==> src/rtl/ring_decoder_monitor.sv <==
// Monitors a one-hot ring counter: decodes the set bit, flags one-hot and rotation
// errors, acquires lock after LOCK_N in-sequence steps and counts revolutions.
module ring_decoder_monitor #(
    parameter  int WIDTH  = 4,
    parameter  int LOCK_N = 4,
    parameter  int REV_W  = 8,
    parameter  int ERR_W  = 8,
    localparam int IW     = $clog2(WIDTH)
) (
    input  logic             Clock,
    input  logic             Reset,
    input  logic [WIDTH-1:0] Ring_in,
    input  logic             Ring_valid,
    output logic [IW-1:0]    Index,
    output logic             Index_valid,
    output logic             Onehot_err,
    output logic             Seq_err,
    output logic             Locked,
    output logic [REV_W-1:0] Rev_count,
    output logic [ERR_W-1:0] Err_count
);

    localparam int GW = $clog2(LOCK_N + 1);

    typedef enum logic [1:0] {
        IDLE    = 2'd0,
        ACQUIRE = 2'd1,
        LOCKED  = 2'd2
    } state_t;

    function automatic logic is_onehot(input logic [WIDTH-1:0] v);
        logic seen;
        logic multi;
        seen  = 1'b0;
        multi = 1'b0;
        for (int i = 0; i < WIDTH; i++) begin
            if (v[i]) begin
                if (seen) multi = 1'b1;
                seen = 1'b1;
            end
        end
        return seen && !multi;
    endfunction

    function automatic logic [IW-1:0] encode(input logic [WIDTH-1:0] v);
        logic [IW-1:0] idx;
        idx = '0;
        for (int i = 0; i < WIDTH; i++) begin
            if (v[i]) idx = IW'(i);
        end
        return idx;
    endfunction

    function automatic logic [ERR_W-1:0] sat_inc(input logic [ERR_W-1:0] c);
        return (&c) ? c : c + ERR_W'(1);
    endfunction

    state_t           state_p1, state_p0;
    logic [GW-1:0]    good_p1, good_p0, good_inc;
    logic [WIDTH-1:0] prev_p1, prev_p0, expected;
    logic [IW-1:0]    index_p1, index_p0;
    logic             vld_p1, vld_p0;
    logic             oh_err_p1, oh_err_p0;
    logic             seq_err_p1, seq_err_p0;
    logic [REV_W-1:0] rev_p1, rev_p0;
    logic [ERR_W-1:0] err_p1, err_p0;
    logic             onehot, inseq;

    // Stage 0: classify the incoming sample against the last accepted one
    assign expected = {prev_p1[WIDTH-2:0], prev_p1[WIDTH-1]};
    assign onehot   = is_onehot(Ring_in);
    assign inseq    = onehot && (Ring_in == expected);
    assign good_inc = good_p1 + GW'(1);

    always_comb begin
        state_p0   = state_p1;
        good_p0    = good_p1;
        prev_p0    = prev_p1;
        index_p0   = index_p1;
        vld_p0     = 1'b0;
        oh_err_p0  = 1'b0;
        seq_err_p0 = 1'b0;
        rev_p0     = rev_p1;
        err_p0     = err_p1;
        if (Ring_valid) begin
            if (!onehot) begin
                oh_err_p0 = 1'b1;
                state_p0  = IDLE;
                good_p0   = '0;
            end else begin
                index_p0 = encode(Ring_in);
                vld_p0   = 1'b1;
                prev_p0  = Ring_in;
                case (state_p1)
                    IDLE: begin
                        state_p0 = ACQUIRE;
                        good_p0  = '0;
                    end
                    ACQUIRE: begin
                        if (inseq) begin
                            good_p0 = good_inc;
                            if (good_inc == GW'(LOCK_N)) state_p0 = LOCKED;
                        end else begin
                            seq_err_p0 = 1'b1;
                            good_p0    = '0;
                        end
                    end
                    LOCKED: begin
                        if (inseq) begin
                            // Landing on bit 0 closes one full revolution
                            if (Ring_in[0]) rev_p0 = rev_p1 + REV_W'(1);
                        end else begin
                            seq_err_p0 = 1'b1;
                            state_p0   = ACQUIRE;
                            good_p0    = '0;
                        end
                    end
                    default: begin
                        state_p0 = IDLE;
                        good_p0  = '0;
                    end
                endcase
            end
            if (oh_err_p0 || seq_err_p0) err_p0 = sat_inc(err_p1);
        end
    end

    // Stage 1: registered state and outputs
    always_ff @(posedge Clock) begin
        if (Reset) begin
            state_p1   <= IDLE;
            good_p1    <= '0;
            prev_p1    <= '0;
            index_p1   <= '0;
            vld_p1     <= 1'b0;
            oh_err_p1  <= 1'b0;
            seq_err_p1 <= 1'b0;
            rev_p1     <= '0;
            err_p1     <= '0;
        end else begin
            state_p1   <= state_p0;
            good_p1    <= good_p0;
            prev_p1    <= prev_p0;
            index_p1   <= index_p0;
            vld_p1     <= vld_p0;
            oh_err_p1  <= oh_err_p0;
            seq_err_p1 <= seq_err_p0;
            rev_p1     <= rev_p0;
            err_p1     <= err_p0;
        end
    end

    assign Index       = index_p1;
    assign Index_valid = vld_p1;
    assign Onehot_err  = oh_err_p1;
    assign Seq_err     = seq_err_p1;
    assign Locked      = (state_p1 == LOCKED);
    assign Rev_count   = rev_p1;
    assign Err_count   = err_p1;

endmodule

==> config.mk <==
export PLATFORM = sky130hd
export DESIGN_NAME = ring_decoder_monitor
export DESIGN_NICKNAME = d
export VERILOG_FILES = /design/src/rtl/ring_decoder_monitor.sv
export SDC_FILE = /design/constraint.sdc
export NUM_CORES = 1
export LEC_CHECK = 0
export BUFFER_PORTS_ARGS = -buffer_cell sky130_fd_sc_hd__buf_4
export CELL_PAD_IN_SITES_DETAIL_PLACEMENT = 0
export CELL_PAD_IN_SITES_GLOBAL_PLACEMENT = 1
export CORE_ASPECT_RATIO = 1.5
export CORE_MARGIN = 5
export CORE_UTILIZATION = 40
export DETAILED_ROUTE_END_ITERATION = 6
export MAX_ROUTING_LAYER = met4
export PLACE_DENSITY = 0.78
export SYNTH_ARGS = -nofsm -noshare
export SYNTH_HDL_FRONTEND = slang
export SYNTH_SLANG_ARGS = --single-unit
==> constraint.sdc <==
create_clock -name Clock -period 4.6 [get_ports Clock]
set_input_delay 0.23 -clock Clock [delete_from_list [all_inputs] [get_ports Clock]]
set_output_delay 0.23 -clock Clock [all_outputs]
set_load 0.05 [all_outputs]
Word level (Yosys, flattened, before mapping)
Index checks and enable logic that the tools add are counted.
- flip-flop bits (word level): 30
- output and inout bits: 22
- input bits: 7
- logic and storage cells: 63
- add/subtract/negate cells: 3
- reductions and logical operators: 13
- bitwise operators: 2
- equal/unequal tests: 7
- mux-type cells: 29
- operators by type and width (kind ; number):
    1-bit two-way mux ; 18
    8-bit by 1-bit adder with 8-bit output (second input constant) ; 2
    2-bit two-way mux ; 6
    3-bit two-way mux ; 3
    3-bit != test (second input constant) ; 3
    8-bit AND reduction ; 1
    2-bit case mux with 3 select lines ; 1
    3-bit case mux with 2 select lines ; 1
    5-bit AND reduction ; 1
    4-bit equality test ; 1
    2-bit AND reduction ; 2
    4-bit AND reduction ; 1
    2-bit OR reduction ; 2
    3-bit by 1-bit adder with 3-bit output (second input constant) ; 1
    3-bit equality test (second input constant) ; 1
    3-bit AND reduction ; 1
    2-bit by 1-bit equality test with 1-bit output (second input constant) ; 1
    2-bit equality test (second input constant) ; 1
    1-bit logical AND ; 2
    2-bit logical NOT ; 1
    1-bit NOT ; 2
    1-bit logical NOT ; 1
    1-bit logical OR ; 1

Depth between registers and ports, before layout
Gate-level depths: netlist (run 1).
- depth after elaboration: 16
- depth in mapped cells: 7
- gate-level depth less buffers: 6

Least setup slack after synthesis (run 1)
OpenSTA, ideal clock, no wires.
- path kind: flip-flop to flip-flop
- start: reg state_p1[0]
- end: reg rev_p1[3] (netlist: Rev_count[3])
- stages on the path, launching flop included: 7
- arrival: 1.799 ns
- data required time: 4.477 ns
- slack: 2.678 ns
- clock period less this slack: 1.922 ns
- cells stage by stage: dfxtp_1 -> inv_1 -> ha_1 -> inv_1 -> nor3_1 -> and3_1 -> mux2_1
- cells in the longest elaborated chain, start to end: 2
- ends and longest elaborated chain (what ; RTL line ; source):
    start: declaration ; 58 ; state_t state_p1, state_p0;
    start signal: assignment ; 141 ; state_p1 <= state_p0;
    2-bit equality test ; -- ;
    net Locked ; 18 ; output logic Locked,
    5-bit AND reduction (no line) ; -- ;
    end signal: assignment ; 148 ; rev_p1 <= rev_p0;
    end: declaration ; 65 ; logic [REV_W-1:0] rev_p1, rev_p0;
The timed path passes the listed nets, and every way through them passes these cells.
A chain may end at the register's enable or synchronous reset.

Final worst setup path (run 1)
- start: in Ring_in[3]
- end: reg rev_p1[4] (netlist: Rev_count[4])
- cells in the longest elaborated chain, start to end: 5
- elaborated cells between the ends (all ways): 7
- ends and longest elaborated chain (what ; RTL line ; source):
    start: declaration ; 12 ; input logic [WIDTH-1:0] Ring_in,
    1-bit two-way mux ; 37 ; if (v[i]) begin
    1-bit logical NOT ; 42 ; return seen && !multi;
    1-bit logical AND ; 42 ;
    1-bit logical AND ; 72 ; assign inseq = onehot && (Ring_in == expected);
    5-bit AND reduction (no line) (*) ; -- ;
Mark *: on every way between the ends. The rest lies on a longest branch, timed or not.

==> results of run 1 <==
## power groups by stage
stage | Sequential [mW] | Clock [mW] | Combinational (mW)
after global routing | 0.272 | 0.239 | 0.0822
after detailed placement | 0.277 | 0 | 0.0758
after global placement | 0.277 | 0 | 0.0738
final | 0.271 | 0.215 | 0.0755
after floorplan | 0.291 | 0 | 0.0402
after CTS | 0.271 | 0.223 | 0.0761
## metal layers
layer	track usage, %	up-vias	wire, microns
li1	-	704	-
met3	4.451	10	232
met5	-	-	0
met2	24.79	49	1895
met4	7.722	0	89
met1	18.55	678	1535
## critical path, cell delays in order
cell      delay (ns)
buf_4           0.14
xnor2_1         0.14
o311ai_2        0.76
nand4_2         0.45
o311ai_0        0.48
o41ai_1         0.15
## registers in the layout, indices dropped and copies added (netlist names)
name	flops
state_p1	2
Rev_count	8
good_p1	3
Seq_err	1
prev_p1	4
Index	2
Onehot_err	1
Index_valid	1
Err_count	8
## metrics by stage
| stage | power, mW | setup WS (ns) | instance area (sq um) | hold slack [ns] |
|---|---|---|---|---|
| after global placement | 0.3504 | 2.209 | 1832 | 0.4578 |
| after detailed placement | 0.3526 | 2.121 | 1832 | 0.4601 |
| after global routing | 0.5936 | 2.114 | 1923 | 0.2371 |
| after CTS | 0.5701 | 2.391 | 1923 | 0.2339 |
| after floorplan | 0.3312 | 2.678 | 1602 | 0.3660 |
| final | 0.5613 | 2.384 | 1923 | 0.2447 |
## cell usage in the layout (no fill, tap or decap), types with 5 or more instances in the layout
master	n
xnor2_1	7
nand2_1	15
buf_4	28
a21oi_1	10
inv_1	10
clkbuf_8	6
xor2_1	5
nand3_1	10
a211oi_1	5
ha_1	8
nor3_1	5
dfxtp_1	30
nor2_1	15
## path summary, 6_finish.rpt
| path | startpoint | to | slack (ns) | depth (start not counted) |
|---|---|---|---|---|
| worst min register to register | prev_p1[0] | prev_p1[0] | 0.47 | 2 |
| worst min-delay path | Ring_in[1] | prev_p1[1] | 0.24 | 3 |
| worst max-delay path | Ring_in[3] | Rev_count[4] | 2.38 | 6 |
| worst max register to register | prev_p1[3] | Rev_count[4] | 2.50 | 5 |
## final cells by class
class	instances	area [sq um]	share of cell area (%)
multi-input combinational	130	927.1	48.21
sequential	30	600.6	31.23
timing repair buffer	28	210.2	10.93
clock buffer	7	86.33	4.489
tap	45	56.30	2.928
inverter	10	37.54	1.952
clock inverter	1	5.005	0.2602
## cell families after synthesis
group                      synth area share, %
xor gates and xnor gates                 6.562
DFF                                      37.50
AOI/OAI and AO/OA                        20.55
adders and majority gates                6.250
muxes                                    2.031
buffers and inverters                    4.609
and+or+nand+nor                          22.50
==> results.py, run 1 <==
metrics = {
    "synth": {
        "syn_inst": 177,
        "async_flop_share_pct": 0,
        "synth_area_leaders": "dfxtp_1 38%, ha_1 6.3%, xnor2_1 3.8%",
        "synth_area_sq_mm": 0.001602,
        "syn_nets": 192,
        "synth_edf_count": 0,
        "ys_types": 41,
        "yosysMostFrequentCell": "dfxtp_1",
        "ys.flop_type": "dfxtp_1",
        "netlist.area_leader.share_pct": 37.50,
        "ys_ff_latch": 30,
        "yosysTopAreaCell": "dfxtp_1",
        "synthTopCellsByCount": "30 x dfxtp_1, 15 x nand2_1, 15 x nor2_1",
        "synth-seq-area-share_pct": 37.50,
        "syn_avg_cell_area_sq_um": 9.048,
        "ys_warn_count": 0,
    },
    "detailed_routing": {
        "route.detailed.drc": 0,
        "vias": 1441,
        "firstDrtPassIters": 4,
        "drt_iter0_drc": 79,
        "antenna_left": 0,
        "vias_per_cell": 5.741,
        "wl_per_cell_microns": 14.95,
        "wirelength_microns": 3752,
    },
    "cells_and_area": {
        "syn_to_final_growth_pct": 20.08,
        "diodes": 0,
        "final_util_pct": 49.01,
        "drive_gt1_share_pct": 23.30,
        "n_fill_cell": 388,
        "layout.nets": 220,
        "final_cells": 251,
    },
    "worst_setup_path": {
        "start_kind": "input port",
        "required_ns": 4.74,
        "worstPathArrival_ns": 2.36,
        "crit_path_end_kind": "flip-flop",
        "path_class": "in2reg",
        "worstPathMaxFanout": 13,
    },
    "clock_network": {
        "post_cts_resized": 0,
        "clk_pin_slew_ns": 0.06,
        "htree_levels": 2,
        "post-cts-setup-buffers": 0,
        "tritoncts": "yes",
        "cts.hold.buffers_added": 0,
        "cts_root_buffer": "clkbuf_8",
        "cts.sinks": 30,
        "clock_latency_ns": 0.28,
        "clk_path_buf_depth": 2,
        "cts_buffers": 5,
    },
    "placement": {
        "io_buffers": 28,
        "dp_cells": 243,
        "hpwl_microns": 2723,
        "gp_congestion": 0.8477,
    },
    "timing": {
        "fin_worst_skew_ns": 0.004608,
        "min_period_ns": 2.216,
        "tns_ns": 0,
        "worst_pin_slew_ns": 0.9247,
        "fmax_mhz": 451.2,
        "slew_headroom_pct": 38.25,
        "setup-violations-final": 0,
        "slew_viol_final": 0,
        "rsz0062_at_grt": "false",
        "hold_viol": 0,
        "fin_crit_sh_pct": 48.18,
    },
    "grt": {
        "grt_usage_pct": 15.99,
        "grt_overflow": 0,
        "grt_pass1_wl_microns": 6389,
        "grt_max_degree": 35,
        "grt_pass1_vias": 1450,
        "antenna_found_initial": 0,
    },
    "power": {
        "power.internal_uw": 410.1,
        "peakVddDrop_mv": 0.2177,
        "p_comb_share_pct": 13.5,
        "power_frac_seq_pct": 48.3,
        "power.leakage_nw": 0.7551,
        "p_clk_share_pct": 38.2,
        "swShare_pct": 26.93,
        "switchingPower_uw": 151.2,
        "power_density_mw_per_mm2": 291.9,
    },
    "die": {
        "die_area_sq_mm": 0.005395,
        "io_pins": 29,
        "die_h_microns": 87.50,
        "coreArea_sq_mm": 0.003924,
        "rows": 28,
        "start_util_pct": 40.82,
        "die_w_microns": 61.67,
    },
    "run_status": {
        "status": "complete, no violations",
    },
    "hold_path": {
        "hold_class": "in2reg",
    },
    "flow_run": {
        "cap_violations": 0,
    },
}
Note: power is estimated with default switching activity, not from simulation.
==> run 2: changes to the inputs <==
Settings changed: ABC_AREA set to 1, CORE_UTILIZATION 40 to 36, PLACE_DENSITY 0.78 to 0.77.
Clock period 4.6 ns to 1.85 ns, I/O delays scaled along.
==> run 2 against run 1 <==
Critical path depth up 2; via count up 11%; non-clock buffer count rose by 2; die area grew 18%; sequential share of layout area is 3.0 points lower; worst hold slack got worse by 0.13 ns; highest routed layer unchanged; largest power group unchanged.
==> results.py, run 2 <==
metrics = {
    "run_status": {
        "status": "complete, no violations",
    },
    "grt": {
        "antenna_found_initial": 0,
        "grt_overflow": 0,
        "grt_max_degree": 20,
        "grt_pass1_vias": 1472,
        "grt_usage_pct": 14.45,
        "grt_pass1_wl_microns": 6796,
    },
    "flow_run": {
        "cap_violations": 0,
    },
    "clock_network": {
        "clk_path_buf_depth": 2,
        "htree_levels": 2,
        "cts.sinks": 30,
        "tritoncts": "yes",
        "post-cts-setup-buffers": 0,
        "cts_buffers": 5,
        "clock_latency_ns": 0.29,
        "post_cts_resized": 0,
        "cts_root_buffer": "clkbuf_8",
        "clk_pin_slew_ns": 0.06,
        "cts.hold.buffers_added": 0,
    },
    "detailed_routing": {
        "vias_per_cell": 4.618,
        "antenna_left": 0,
        "firstDrtPassIters": 4,
        "vias": 1598,
        "wl_per_cell_microns": 11.46,
        "route.detailed.drc": 0,
        "wirelength_microns": 3965,
        "drt_iter0_drc": 65,
    },
    "power": {
        "peakVddDrop_mv": 0.2995,
        "power_frac_seq_pct": 46.0,
        "p_comb_share_pct": 16.5,
        "totalPowerFinal_mw": 1.486,
        "power.leakage_nw": 0.9974,
        "switchingPower_uw": 439.2,
        "swShare_pct": 29.57,
        "p_clk_share_pct": 37.5,
        "power_density_mw_per_mm2": 694.3,
        "power.internal_mw": 1.046,
    },
    "cells_and_area": {
        "drive_gt1_share_pct": 22.50,
        "syn_to_final_growth_pct": 22.41,
        "final_common_cell": "nand2_1",
        "diodes": 0,
        "layout.nets": 294,
        "n_fill_cell": 533,
        "multiInputGateArea_sq_mm": 0.001007,
        "regArea_sq_um": 603.1,
        "layout_common_cells": "56 x nand2_1, 30 x buf_4, 28 x dfxtp_1, 26 x inv_1, 26 x nor2_1",
    },
    "worst_setup_path": {
        "path_class": "reg2reg",
        "rr_worst_depth": 8,
        "worstPathMaxFanout": 8,
        "crit_path_end_kind": "flip-flop",
        "required_ns": 2.01,
        "crit_start": "Err_count[0]",
        "rrSetupSlack_ns": 0.24,
        "worstPathArrival_ns": 1.77,
        "reg2reg_to": "Err_count[3]",
        "crit_path_end": "Err_count[3]",
        "start_kind": "flip-flop",
        "worstReg2RegStart": "Err_count[0]",
    },
    "placement": {
        "io_buffers": 28,
        "hpwl_microns": 2984,
        "gp_congestion": 0.8081,
    },
    "synth": {
        "synth_area_leaders": "dfxtp_1 34%, nand2_1 12%, ha_1 5.7%",
        "ys_ff_latch": 30,
        "synth-seq-area-share_pct": 34.36,
        "synth_edf_count": 0,
        "syn_nets": 260,
        "async_flop_share_pct": 0,
        "yosysMostFrequentCell": "nand2_1",
        "ys_types": 30,
        "syn_avg_cell_area_sq_um": 7.134,
        "yosysTopAreaCell": "dfxtp_1",
        "syn_inst": 245,
        "synth_area_sq_mm": 0.001748,
        "ys.flop_type": "dfxtp_1",
        "synthTopCellsByCount": "56 x nand2_1, 30 x dfxtp_1, 26 x inv_1, 26 x nor2_1, 20 x nand3_1",
        "ys_warn_count": 0,
        "netlist.area_leader.share_pct": 34.36,
    },
    "timing": {
        "fmax_mhz": 621.5,
        "rsz0062_at_grt": "false",
        "slew_headroom_pct": 81.79,
        "setup-violations-final": 0,
        "tns_ns": 0,
        "fin_worst_skew_ns": 0.01160,
        "hold_viol": 0,
        "slew_viol_final": 0,
        "min_period_ns": 1.609,
        "fin_crit_sh_pct": 86.98,
        "worst_pin_slew_ns": 0.2711,
    },
    "die": {
        "rows": 31,
        "die_area_sq_mm": 0.006378,
        "io_pins": 29,
        "die_h_microns": 95.34,
        "die_w_microns": 66.90,
        "start_util_pct": 36.64,
        "coreArea_sq_mm": 0.004771,
    },
    "hold_path": {
        "hold_class": "in2reg",
        "whs_path_depth": 3,
        "min_from": "Ring_in[0]",
    },
}
## run 2: cell types whose count changed after synthesis, sizes merged, moves of 5 or more
cell,before,now
o41ai,5,0
o21bai,0,7
nor2,16,30
o311ai,5,0
nand2,15,63
nand4,1,6
nand3,10,22
inv,10,34
a21oi,10,19
## run 2: power by group through the flow
stage	Sequential [mW]	Combinational [mW]	Clock, mW
CTS	0.684	0.249	0.570
detailed placement	0.698	0.249	0
global route	0.687	0.272	0.594
floorplan	0.734	0.145	0
finish	0.683	0.245	0.557
global placement	0.697	0.248	0
## run 2: layout make-up
class	count	area share, %
inverter	34	6.082
sequential	30	28.19
tap	66	3.860
clock inverter	1	0.2339
multi-input combinational	178	47.08
timing repair buffer	30	10.53
clock buffer	7	4.035
## run 2: how the worst min path moves through the flow
stage	end	slack, ns
6_report	prev_p1[0]	0.12
3_5_place_dp	prev_p1[0]	0.41
3_3_place_gp	prev_p1[0]	0.40
2_1_floorplan	prev_p1[0]	0.24
4_1_cts	prev_p1[0]	0.11
5_1_grt	prev_p1[0]	0.13
## run 2: kinds of logic (layout without fill, tap and decap cells)
| logic type | Yosys count | after routing | share of synthesized area [%] |
|---|---|---|---|
| adder cells (fa/ha/maj) | 8 | 8 | 5.727 |
| flip-flops | 30 | 30 | 34.36 |
| AND/OR/NAND/NOR | 123 | 123 | 33.71 |
| AO/OA/AOI/OAI | 36 | 36 | 12.53 |
| buffers and inverters | 37 | 72 | 8.161 |
| XOR/XNOR | 11 | 11 | 5.512 |
## run 2: through the flow
| stage | std cells | hold WS, ns | util [%] | area [sq um] | worst slack, ns |
|---|---|---|---|---|---|
| CTS | 346 | 0.1102 | 44.85 | 2140 | 0.2230 |
| global placement | 338 | 0.4031 | 42.93 | 2048 | 0.2828 |
| global route | 346 | 0.1292 | 44.85 | 2140 | 0.08759 |
| floorplan | 245 | 0.2357 | - | 1753 | 0.1351 |
| finish | 346 | 0.1168 | 44.85 | 2140 | 0.2409 |
| detailed placement | 338 | 0.4088 | 42.93 | 2048 | 0.2371 |
## run 2: routing by layer
metal	routed length (microns)	vias to the layer above	GRT usage, %
met5	0	-	-
met4	93	0	7.614
met3	111	8	2.948
met2	1930	19	22.52
met1	1830	718	17.37
li1	-	853	-
## run 2: critical path, cell delays in order, from the launching register on
cell and delay, ns:
dfxtp_2 0.36, ha_1 0.19, nand2_1 0.08, nor3_1 0.27, nand3_1 0.13, nand2_2 0.16, inv_1 0.14, nand3_1 0.10
a21oi_1 0.06
